===== src/rtl/sisc_lsu_pkg.sv =====
// Shared definitions for the SISC load/store unit: FSM state encoding,
// bus widths and default timing/limit parameters.
package sisc_lsu_pkg;

  localparam int unsigned ADDR_W = 16;
  localparam int unsigned DATA_W = 32;

  localparam int unsigned         DEF_RD_LAT    = 1;
  localparam int unsigned         DEF_WE_CYCLES = 1;
  localparam logic [ADDR_W-1:0]   DEF_MAX_ADDR  = 16'hFFFC;

  typedef enum logic [2:0] {
    IDLE,
    RD_WAIT,
    RD_CAP,
    WR_SETUP,
    WR_PULSE,
    WR_HOLD,
    ERR
  } lsu_state_e;

  function automatic logic addr_oob(input logic [ADDR_W-1:0] addr,
                                    input logic [ADDR_W-1:0] max_addr);
    return addr > max_addr;
  endfunction

endpackage


===== src/rtl/dm_lsu_fwd_buf.sv =====
// One-entry last-store buffer with load-address hit compare; only the valid
// bit is reset so a cleared buffer can never produce a hit.
module dm_lsu_fwd_buf
  import sisc_lsu_pkg::*;
(
  input  logic              clk,
  input  logic              rst_f,
  input  logic              upd,
  input  logic [ADDR_W-1:0] upd_addr,
  input  logic [DATA_W-1:0] upd_data,
  input  logic [ADDR_W-1:0] lk_addr,
  output logic              hit,
  output logic [DATA_W-1:0] hit_data
);

  logic              vld_q, vld_d;
  logic [ADDR_W-1:0] addr_q, addr_d;
  logic [DATA_W-1:0] data_q, data_d;

  always_comb begin
    vld_d  = vld_q | upd;
    addr_d = upd ? upd_addr : addr_q;
    data_d = upd ? upd_data : data_q;
  end

  always_ff @(posedge clk or negedge rst_f) begin
    if (!rst_f) vld_q <= 1'b0;
    else        vld_q <= vld_d;
  end

  always_ff @(posedge clk) begin
    addr_q <= addr_d;
    data_q <= data_d;
  end

  assign hit      = vld_q && (addr_q == lk_addr);
  assign hit_data = data_q;

endmodule


===== src/rtl/dm_lsu.sv =====
// SISC data-memory load/store unit: sequences read latency and dm_we
// setup/pulse/hold. Optional store-to-load forwarding under DM_LSU_FWD_EN.
module dm_lsu
  import sisc_lsu_pkg::*;
#(
  parameter int unsigned       RD_LAT    = DEF_RD_LAT,
  parameter int unsigned       WE_CYCLES = DEF_WE_CYCLES,
  parameter logic [ADDR_W-1:0] MAX_ADDR  = DEF_MAX_ADDR
) (
  input  logic              clk,
  input  logic              rst_f,
  input  logic              req_valid,
  input  logic              req_we,
  input  logic [ADDR_W-1:0] req_addr,
  input  logic [DATA_W-1:0] req_wdata,
  output logic              req_ready,
  output logic              rsp_valid,
  output logic [DATA_W-1:0] rsp_data,
  output logic              wr_done,
  output logic              rsp_err,
  output logic [ADDR_W-1:0] read_addr,
  output logic [ADDR_W-1:0] write_addr,
  output logic [DATA_W-1:0] write_data,
  output logic              dm_we,
  input  logic [DATA_W-1:0] read_data
);

  lsu_state_e        state_q, state_d;
  logic [2:0]        cnt_q, cnt_d;
  logic              op_we_q, op_we_d;
  logic              fwd_q, fwd_d;
  logic              req_ready_q, req_ready_d;
  logic              rsp_valid_q, rsp_valid_d;
  logic              wr_done_q, wr_done_d;
  logic              rsp_err_q, rsp_err_d;
  logic              dm_we_q, dm_we_d;
  logic [DATA_W-1:0] rsp_data_q, rsp_data_d;
  logic [ADDR_W-1:0] read_addr_q, read_addr_d;
  logic [ADDR_W-1:0] write_addr_q, write_addr_d;
  logic [DATA_W-1:0] write_data_q, write_data_d;
  logic              accept;
  logic              fwd_hit;
  logic [DATA_W-1:0] fwd_data;

`ifdef DM_LSU_FWD_EN
  dm_lsu_fwd_buf u_fwd_buf (
    .clk      (clk),
    .rst_f    (rst_f),
    .upd      (state_q == WR_HOLD),
    .upd_addr (write_addr_q),
    .upd_data (write_data_q),
    .lk_addr  (req_addr),
    .hit      (fwd_hit),
    .hit_data (fwd_data)
  );
`else
  assign fwd_hit  = 1'b0;
  assign fwd_data = '0;
`endif

  // Outputs are registered from the current state, so every visible strobe
  // trails its state by one cycle; req_ready drops on the accepting edge.
  always_comb begin
    accept       = req_valid && req_ready_q;
    state_d      = state_q;
    cnt_d        = cnt_q;
    op_we_d      = op_we_q;
    fwd_d        = fwd_q;
    rsp_data_d   = rsp_data_q;
    read_addr_d  = read_addr_q;
    write_addr_d = write_addr_q;
    write_data_d = write_data_q;
    req_ready_d  = (state_q == IDLE) && !accept;
    rsp_valid_d  = (state_q == RD_CAP)  || ((state_q == ERR) && !op_we_q);
    wr_done_d    = (state_q == WR_HOLD) || ((state_q == ERR) &&  op_we_q);
    rsp_err_d    = (state_q == ERR);
    dm_we_d      = (state_q == WR_PULSE);
    unique case (state_q)
      IDLE: begin
        if (accept) begin
          op_we_d = req_we;
          fwd_d   = 1'b0;
          if (addr_oob(req_addr, MAX_ADDR)) begin
            state_d = ERR;
          end else if (req_we) begin
            write_addr_d = req_addr;
            write_data_d = req_wdata;
            state_d      = WR_SETUP;
          end else if (fwd_hit) begin
            fwd_d   = 1'b1;
            state_d = RD_CAP;
          end else begin
            read_addr_d = req_addr;
            cnt_d       = 3'(RD_LAT - 1);
            state_d     = RD_WAIT;
          end
        end
      end
      RD_WAIT: begin
        if (cnt_q == '0) state_d = RD_CAP;
        else             cnt_d   = cnt_q - 3'd1;
      end
      RD_CAP: begin
        rsp_data_d = fwd_q ? fwd_data : read_data;
        state_d    = IDLE;
      end
      WR_SETUP: begin
        cnt_d   = 3'(WE_CYCLES - 1);
        state_d = WR_PULSE;
      end
      WR_PULSE: begin
        if (cnt_q == '0) state_d = WR_HOLD;
        else             cnt_d   = cnt_q - 3'd1;
      end
      WR_HOLD: state_d = IDLE;
      ERR:     state_d = IDLE;
      default: state_d = IDLE;
    endcase
  end

  always_ff @(posedge clk or negedge rst_f) begin
    if (!rst_f) begin
      state_q     <= IDLE;
      cnt_q       <= '0;
      op_we_q     <= 1'b0;
      fwd_q       <= 1'b0;
      req_ready_q <= 1'b1;
      rsp_valid_q <= 1'b0;
      wr_done_q   <= 1'b0;
      rsp_err_q   <= 1'b0;
      dm_we_q     <= 1'b0;
      rsp_data_q  <= '0;
      read_addr_q <= '0;
    end else begin
      state_q     <= state_d;
      cnt_q       <= cnt_d;
      op_we_q     <= op_we_d;
      fwd_q       <= fwd_d;
      req_ready_q <= req_ready_d;
      rsp_valid_q <= rsp_valid_d;
      wr_done_q   <= wr_done_d;
      rsp_err_q   <= rsp_err_d;
      dm_we_q     <= dm_we_d;
      rsp_data_q  <= rsp_data_d;
      read_addr_q <= read_addr_d;
    end
  end

  // Store address/data survive reset so a reset-forced dm_we fall still
  // commits the in-flight store to the right word.
  always_ff @(posedge clk) begin
    write_addr_q <= write_addr_d;
    write_data_q <= write_data_d;
  end

  assign req_ready  = req_ready_q;
  assign rsp_valid  = rsp_valid_q;
  assign rsp_data   = rsp_data_q;
  assign wr_done    = wr_done_q;
  assign rsp_err    = rsp_err_q;
  assign read_addr  = read_addr_q;
  assign write_addr = write_addr_q;
  assign write_data = write_data_q;
  assign dm_we      = dm_we_q;

endmodule


===== config.mk =====
export PLATFORM = sky130hd
export DESIGN_NAME = dm_lsu
export DESIGN_NICKNAME = d
export VERILOG_FILES = /design/src/rtl/sisc_lsu_pkg.sv /design/src/rtl/dm_lsu_fwd_buf.sv /design/src/rtl/dm_lsu.sv
export SDC_FILE = /design/constraint.sdc
export NUM_CORES = 1
export LEC_CHECK = 0
export ABC_AREA = 1
export ABC_CLOCK_PERIOD_IN_PS = 3700
export CORE_ASPECT_RATIO = 0.7
export CORE_MARGIN = 2
export CORE_UTILIZATION = 39
export CTS_BUF_LIST = sky130_fd_sc_hd__clkbuf_8
export DETAILED_ROUTE_END_ITERATION = 12
export PLACE_DENSITY = 0.82
export SLEW_MARGIN = 20
export SYNTH_ARGS = -nofsm -noshare
export SYNTH_HDL_FRONTEND = slang
export SYNTH_SLANG_ARGS = --single-unit

===== constraint.sdc =====
create_clock -name clk -period 3.7 [get_ports clk]
set_input_delay 0.74 -clock clk [delete_from_list [all_inputs] [get_ports clk]]
set_output_delay 0.74 -clock clk [all_outputs]
set_load 0.01 [all_outputs]

**After elaboration in Yosys (flattened, before gate mapping)**

Index checks and enable logic that the tools add are counted.

- Muxes and demuxes: 11
- Add/sub/neg operators: 1
- Order comparisons: 1
- Reduce and logical (&&, ||, !) cells: 17
- Bitwise gates (word level): 2
- Equal/unequal tests: 12

Operator list:

| operator | count |
|---|---|
| $mux 3 | 8 |
| $gt 16x16->1 const B | 1 |
| $pmux 3 s4 | 1 |
| $ne 2x2->1 const B | 5 |
| $eq 3x3->1 const B | 3 |
| $pmux 3 s3 | 1 |
| $reduce_and 4->1 | 2 |
| $eq 3x2->1 const B | 2 |
| $logic_not 3->1 | 2 |
| $reduce_and 5->1 | 1 |
| $logic_and 1x1->1 | 4 |
| $eq 3x1->1 const B | 1 |
| $reduce_and 3->1 | 1 |
| $reduce_bool 3->1 | 1 |
| $sub 3x1->3 const B | 1 |
| $logic_not 1->1 | 2 |
| $logic_or 1x1->1 | 2 |
| $mux 2 | 1 |
| $ne 2x1->1 const B | 1 |
| $not 1->1 | 2 |
| $reduce_and 2->1 | 1 |
| $reduce_or 2->1 | 1 |

- Register bits: 108

**Logic depth before layout (Yosys ltp)**

Gate-level depths: netlist of run 1.

- Depth in word-level cells: 4
- Mapped depth: 9
- Mapped depth without buffers: 8

**Worst setup path after synthesis of run 1**

OpenSTA, ideal clock, no wires.

- Kind: input to register
- Start point: input req_valid
- End point: register write_addr_q[0], in the netlist write_addr[0], enable pin
- Data arrival time: 3.195 ns
- Path buffers: 0
- Cell stages on the path: 4
- Setup slack: 0.051 ns
- Path through: nand2_1 > nor2_8 > nand2_1 > nor2_1

- Word-level cells in the longest chain between the ends: 2

RTL lines:

| item | line | text |
|---|---|---|
| start, declared | dm_lsu.sv:12 | `input logic req_valid,` |
| $logic_and 1x1->1 | dm_lsu.sv:64 | `accept = req_valid && req_ready_q;` |
| $reduce_and 4->1 (no source line) | -- |  |
| end signal, assigned | dm_lsu.sv:152 | `write_addr_q <= write_addr_d;` |
| end, declared | dm_lsu.sv:39 | `logic [ADDR_W-1:0] write_addr_q, write_addr_d;` |

Every way passes these cells.
A chain may end at the register's enable or synchronous reset.

**Final worst setup path of run 1**

- Start point: input req_valid
- End point: register write_data_q[19], in the netlist write_data[19], enable pin

- Word-level cells in the longest chain between the ends: 2

RTL lines:

| item | line | text |
|---|---|---|
| $logic_and 1x1->1 | dm_lsu.sv:64 |  |
| $reduce_and 4->1 (no source line) | -- |  |
| end signal, assigned | dm_lsu.sv:153 | `write_data_q <= write_data_d;` |
| end, declared | dm_lsu.sv:40 | `logic [DATA_W-1:0] write_data_q, write_data_d;` |

Every way passes these cells.

==> results of run 1 <==
==> cells by family (layout without fill, tap and decap cells) <==
family          Yosys count  count (layout)
compound gates           10              10
xor+xnor                  1               1
fa+ha+maj                 2               2
buf+inv                  21             216
flops                   108             108
mux                      32              32
simple gates            106             106
==> final cells by class <==
cell class	instances	area [um^2]
repair buffers	186	1850
inverters	14	52.6
fillers	803	4080
clock inverters	7	45.0
well taps	132	165
flip-flops and latches	108	2940
clock buffers	9	124
multi-input cells	151	1050
==> report_power, final <==
| part | switching [W] | internal (W) |
|---|---|---|
| Combinational | 0.000718 | 0.00102 |
| Sequential | 0.000189 | 0.00160 |
| Clock | 0.000382 | 0.000241 |
==> routing by layer <==
layer / vias to the layer above / wire, um
met5: - / 0
met4: 0 / 164
met3: 12 / 609
met2: 115 / 4790
met1: 1352 / 4180
li1: 1324 / -
==> state kept, by name (all words and copies together), names as in the netlist <==
| register | cells |
|---|---|
| rsp_data | 32 |
| write_data | 32 |
| read_addr | 16 |
| write_addr | 16 |
| cnt_q | 3 |
| state_q | 3 |
| dm_we | 1 |
| op_we_q | 1 |
| req_ready | 1 |
| rsp_err | 1 |
| rsp_valid | 1 |
| wr_done | 1 |
==> Yosys cell counts <==
cell type | count | share of area (%)
nand2_1 | 63 | 5.8
mux2_2 | 2 | 0.55
o21ai_1 | 2 | 0.24
a21oi_1 | 1 | 0.12
nand3_2 | 1 | 0.24
o31ai_1 | 1 | 0.18
edfxtp_1 | 48 | 35
mux2_4 | 30 | 11
dfrtp_1 | 59 | 36
inv_1 | 10 | 0.91
buf_2 | 1 | 0.12
nor2_8 | 1 | 0.49
nor2_2 | 3 | 0.46
a21oi_2 | 1 | 0.21
nand2_2 | 2 | 0.30
xnor2_1 | 1 | 0.21
nand3_1 | 22 | 2.7
buf_6 | 6 | 1.6
nor2_1 | 12 | 1.1
nand2_4 | 1 | 0.27
dfstp_2 | 1 | 0.64
o21ai_0 | 4 | 0.49
o21ai_2 | 1 | 0.21
nor2_4 | 1 | 0.27
ha_1 | 2 | 0.61
inv_2 | 4 | 0.37
==> final timing paths <==
| kind | end | cells after the start | slack (ns) | from |
|---|---|---|---|---|
| setup / recovery | write_data[19] | 6 | 1.21 | req_valid |
| hold / removal | rsp_data[14] | 1 | 0.37 | rst_f |
| setup reg to reg | write_data[19] | 6 | 1.46 | state_q[0] |
| hold reg to reg | read_addr[0] | 2 | 0.49 | read_addr[0] |
| max in group asynchronous | req_ready | 2 | 2.62 | rst_f |
| min in group clk | read_addr[0] | 2 | 0.49 | read_addr[0] |
==> worst register-to-register path, delay by kind of cell, from the launching register on <==
| family | cells | cell delay, ns |
|---|---|---|
| simple gates | 5 | 0.91 |
| buf+inv | 1 | 0.49 |
| flops | 1 | 0.46 |
==> through the flow <==
step	cell area (um^2)	power, W	utilization [%]
2_1_floorplan	4110	0.00271	-
3_3_place_gp	6060	0.00351	58.8
3_5_place_dp	6060	0.00356	58.8
4_1_cts	6230	0.00421	60.4
5_1_grt	6230	0.00440	60.4
6_report	6230	0.00415	60.4
==> flow_metrics.env, run 1 <==
export IMPL_placed_cells=591
export IMPL_hold_buffers=0
export IMPL_synth_top_family_by_area="simple AND/OR/NAND/NOR gates"
export IMPL_syn_nets=366
export IMPL_yosys_area_share_adder_pct=0.609
export IMPL_setup_viol=0
export IMPL_ys_ff_latch=108
export IMPL_max_freq_ghz=0.402
export IMPL_grt_overflow=0
export IMPL_syn_area_per_cell_um2=14.7
export IMPL_core_region_area_mm2=0.0103
export IMPL_rsz0062_at_grt="false"
export IMPL_cts_setup_buffers=0
export IMPL_crit_path_cell_trace="clkdlybuf4s50_1, nand2_1, nor2_8, nand2_1, nor2_4, buf_4"
export IMPL_period_share_pct=67.2
export IMPL_place_gp_congestion=0.758
export IMPL_maxCapViolCount=0
export IMPL_top_usage_layer="met2"
export IMPL_cp_arrival_ns=2.50
export IMPL_synth_cells=280
export IMPL_synth_simple_area_share_pct=11.6
export IMPL_endpoint_kind="flop"
export IMPL_required_ns=3.71
export IMPL_grt_util_met2_pct=29.5
export IMPL_cp_common_cell="nand2_1"
export IMPL_cts_path_max_buffers=2
export IMPL_grt_usage_pct=17.6
export IMPL_status="completed"
export IMPL_startpoint_type="input pin"
export IMPL_use_met1_pct=22.5
export IMPL_clock_sinks=108
export IMPL_drv_slew=0
export IMPL_via_per_inst=4.62
export IMPL_dp_hpwl_um=7290
export IMPL_worstSkewPairLatency_ns=0.37
export IMPL_synth_xor_area_share_pct=0.213
export IMPL_grt_max_degree=49
export IMPL_htree_levels=3
export IMPL_clock_skew_final_ns=0.00863
export IMPL_synth_cell_types=26
export IMPL_cts_tree="yes"
export IMPL_pwr_density_cell_mw_per_mm2=666
export IMPL_post_place_ws_ns=0.806
export IMPL_cpMaxStageDelayCell="buf_4"
export IMPL_layout_commonest_cell="clkdlybuf4s50_1"
export IMPL_diodes=0
export IMPL_fin_cells=607
export IMPL_yosys_warnings=0
export IMPL_clk_pin_slew_ns=0.09
export IMPL_critPathKind="input pin to flop"
export IMPL_p_leak_nw=2.64
export IMPL_die_area_mm2=0.0114
export IMPL_num_rows=31
export IMPL_mostFrequentLayoutCells="clkdlybuf4s50_1, nand2_1, dfrtp_1"
export IMPL_setup_tns_ns=0
export IMPL_yosysSeqAreaShare_pct=71.6
export IMPL_wire_per_inst_um=16.1
export IMPL_synth_compound_area_share_pct=1.46
export IMPL_first_pass_iters=4
export IMPL_cts_buffers=9
export IMPL_port_buffers=184
export IMPL_critPathMaxStageDelay_ns=0.49
export IMPL_crit_fanout=48
export IMPL_start_util_pct=39.8
export IMPL_antenna_found_initial=0
export IMPL_chipHeight_um=89.9
export IMPL_remaining_drc_errors=0
export IMPL_hold_class="input pin to async pin"
export IMPL_wl_um=9750
export IMPL_vias=2803
export IMPL_dieWidth_um=127
export IMPL_grt_pass1_vias=2963
export IMPL_layout_setup_ws_ns=1.21
export IMPL_worstMarginPinSlew_ns=1.06
export IMPL_postRouteAntennaNets=0
export IMPL_cts_root_buf="clkbuf_8"
export IMPL_synthMuxAreaShare_pct=11.5
export IMPL_post_route_min_period_ns=2.49
export IMPL_drt_iter0_drc=151
export IMPL_hold_viol_final=0
export IMPL_grt_pass1_wl_um=15500
export IMPL_whs_ns=0.365
export IMPL_io_pins=185
export IMPL_ir_drop_mv=0.305
export IMPL_crit_family="buffers and inverters"
export IMPL_nets=556
export IMPL_cp_num_buf_inv=2
export IMPL_area_growth_pct=51.6
export IMPL_syn_area_mm2=0.00411
export IMPL_slew_limit_headroom_pct=29.1
export IMPL_use_met3_pct=4.64
export IMPL_layout_drive_gt1_share_pct=13.9
export IMPL_ctsResizeCount=0
(Power assumes the default switching activity.)
==> run 2: changes to the inputs <==
--- a/config.mk
+++ b/config.mk
@@ -6,7 +6,7 @@
 export NUM_CORES = 1
 export LEC_CHECK = 0
 export ABC_AREA = 1
-export ABC_CLOCK_PERIOD_IN_PS = 3700
+export ABC_CLOCK_PERIOD_IN_PS = 2200
 export CORE_ASPECT_RATIO = 0.7
 export CORE_MARGIN = 2
 export CORE_UTILIZATION = 39
==> constraint.sdc (replaced) <==
create_clock -name clk -period 2.2 [get_ports clk]
set_input_delay 0.44 -clock clk [delete_from_list [all_inputs] [get_ports clk]]
set_output_delay 0.44 -clock clk [all_outputs]
set_load 0.01 [all_outputs]
==> flow_metrics.env, run 2 (same netlist as run 1, synthesis figures left out) <==
export IMPL_post_place_ws_ns=0.111
export IMPL_num_rows=31
export IMPL_area_growth_pct=52.8
export IMPL_clock_skew_final_ns=0.00927
export IMPL_dp_hpwl_um=7210
export IMPL_layout_drive_gt1_share_pct=14.3
export IMPL_ctsResizeCount=0
export IMPL_cts_setup_buffers=0
export IMPL_crit_fanout=2
export IMPL_cts_path_max_buffers=2
export IMPL_critPathKind="flop to primary output"
export IMPL_wl_um=9800
export IMPL_die_area_mm2=0.0114
export IMPL_slew_limit_headroom_pct=69.1
export IMPL_setup_viol=0
export IMPL_hold_viol_final=0
export IMPL_setup_tns_ns=0
export IMPL_dieWidth_um=127
export IMPL_io_pins=185
export IMPL_timing_rr_end="write_data[25]"
export IMPL_hold_class="input pin to async pin"
export IMPL_seq_power_share_pct=42.9
export IMPL_diodes=0
export IMPL_crit_family="flip-flops"
export IMPL_first_pass_iters=4
export IMPL_switchingPower_w=0.00220
export IMPL_cts_tree="yes"
export IMPL_grt_max_degree=49
export IMPL_worstMarginPinSlew_ns=0.463
export IMPL_cp_arrival_ns=1.42
export IMPL_antenna_found_initial=0
export IMPL_internal_power_w=0.00482
export IMPL_rsz0062_at_grt="false"
export IMPL_nets=558
export IMPL_clock_sinks=108
export IMPL_r2r_cells=6
export IMPL_swShare_pct=31.3
export IMPL_via_per_inst=4.68
export IMPL_cpMaxStageDelayCell="dfstp_2"
export IMPL_status="completed"
export IMPL_reg2reg_from="state_q[0]"
export IMPL_postRouteAntennaNets=0
export IMPL_pwr_density_cell_mw_per_mm2=1120
export IMPL_core_region_area_mm2=0.0103
export IMPL_mostFrequentLayoutCells="clkdlybuf4s50_1, nand2_1, dfrtp_1"
export IMPL_layout_commonest_cell="clkdlybuf4s50_1"
export IMPL_ff2ff_setup_slack_ns=0.44
export IMPL_grt_pass1_vias=2999
export IMPL_cts_root_buf="clkbuf_8"
export IMPL_clk_pin_slew_ns=0.10
export IMPL_drv_slew=0
export IMPL_critPathMaxStageDelay_ns=0.54
export IMPL_comb_power_share_pct=41.8
export IMPL_ir_drop_mv=0.452
export IMPL_crit_path_cell_trace="clkdlybuf4s50_1"
export IMPL_grt_usage_pct=17.8
export IMPL_cts_buffers=9
export IMPL_max_freq_ghz=0.537
export IMPL_p_leak_nw=2.67
export IMPL_layout_setup_ws_ns=0.338
export IMPL_hold_buffers=0
export IMPL_vias=2852
export IMPL_drt_iter0_drc=212
export IMPL_post_route_min_period_ns=1.86
export IMPL_place_gp_congestion=0.737
export IMPL_htree_levels=3
export IMPL_worstSkewPairLatency_ns=0.36
export IMPL_wire_per_inst_um=16.1
export IMPL_port_buffers=184
export IMPL_endpoint_kind="primary output"
export IMPL_chipHeight_um=89.9
export IMPL_clkPwrFrac_pct=15.3
export IMPL_cp_num_buf_inv=1
export IMPL_power_total_w=0.00702
export IMPL_startpoint_type="flop"
export IMPL_remaining_drc_errors=0
export IMPL_grt_pass1_wl_um=15800
export IMPL_maxCapViolCount=0
export IMPL_start_util_pct=39.8
export IMPL_period_share_pct=84.6
export IMPL_grt_overflow=0
export IMPL_required_ns=1.76
==> run 2: cell types whose count changed in the layout (fill, tap and decap cells not counted) <==
cell        before  now
clkinv_2         1    2
buf_4            3    1
inv_1           11   12
clkinv_4         2    0
inv_6            0    2
clkinvlp_4       2    1
clkinv_1         1    0
buf_12           0    3
buf_2            0    1
==> run 2: metrics by stage <==
step	utilization [%]	hold slack, ns	area [um^2]	std cells
CTS	60.9	0.0144	6280	609
floorplan	-	0.144	4120	280
global route	60.9	0.0219	6280	609
detailed placement	59.3	0.423	6120	593
finish	60.9	0.0176	6280	609
global placement	59.3	0.412	6120	593
==> run 2: per-layer routing <==
metal	up-vias	wire (um)	global-route usage, %
met2	94	5030	30.7
met5	-	0	0
met3	6	409	4.70
met4	0	76	4.85
li1	1332	-	-
met1	1420	4290	22.4
==> run 2: worst max-delay path by stage <==
stage,to,startpoint,cells after the start
2_1_floorplan,write_addr[0],req_ready,4
3_5_place_dp,write_data[12],req_addr[9],7
3_3_place_gp,write_data[9],req_addr[9],7
6_report,req_ready,req_ready,1
5_1_grt,req_ready,req_ready,1
4_1_cts,req_ready,req_ready,1
==> run 2: cell type report <==
cell class | count | area (um^2)
Tap cell | 132 | 165
Timing Repair Buffer | 188 | 1900
Fill cell | 807 | 4040
Clock buffer | 9 | 124
Clock inverter | 7 | 42.5
Sequential cell | 108 | 2940
Inverter | 14 | 52.6
Multi-Input combinational cell | 151 | 1050
==> run 2: worst reg2reg max path, delay by kind of cell (launching register included) <==
kind | cells | cell delay, ns
AND/OR/NAND/NOR | 5 | 0.71
buffers and inverters | 1 | 0.27
flip-flops | 1 | 0.46
==> run 2: power groups by stage <==
stage                     logic [W]  clock network, W  registers [W]
after floorplan             0.00128                 0        0.00327
after global placement      0.00288                 0        0.00303
after detailed placement    0.00296                 0        0.00305
after CTS                   0.00297           0.00112        0.00301
after global routing        0.00316           0.00121        0.00309
final                       0.00294           0.00107        0.00301
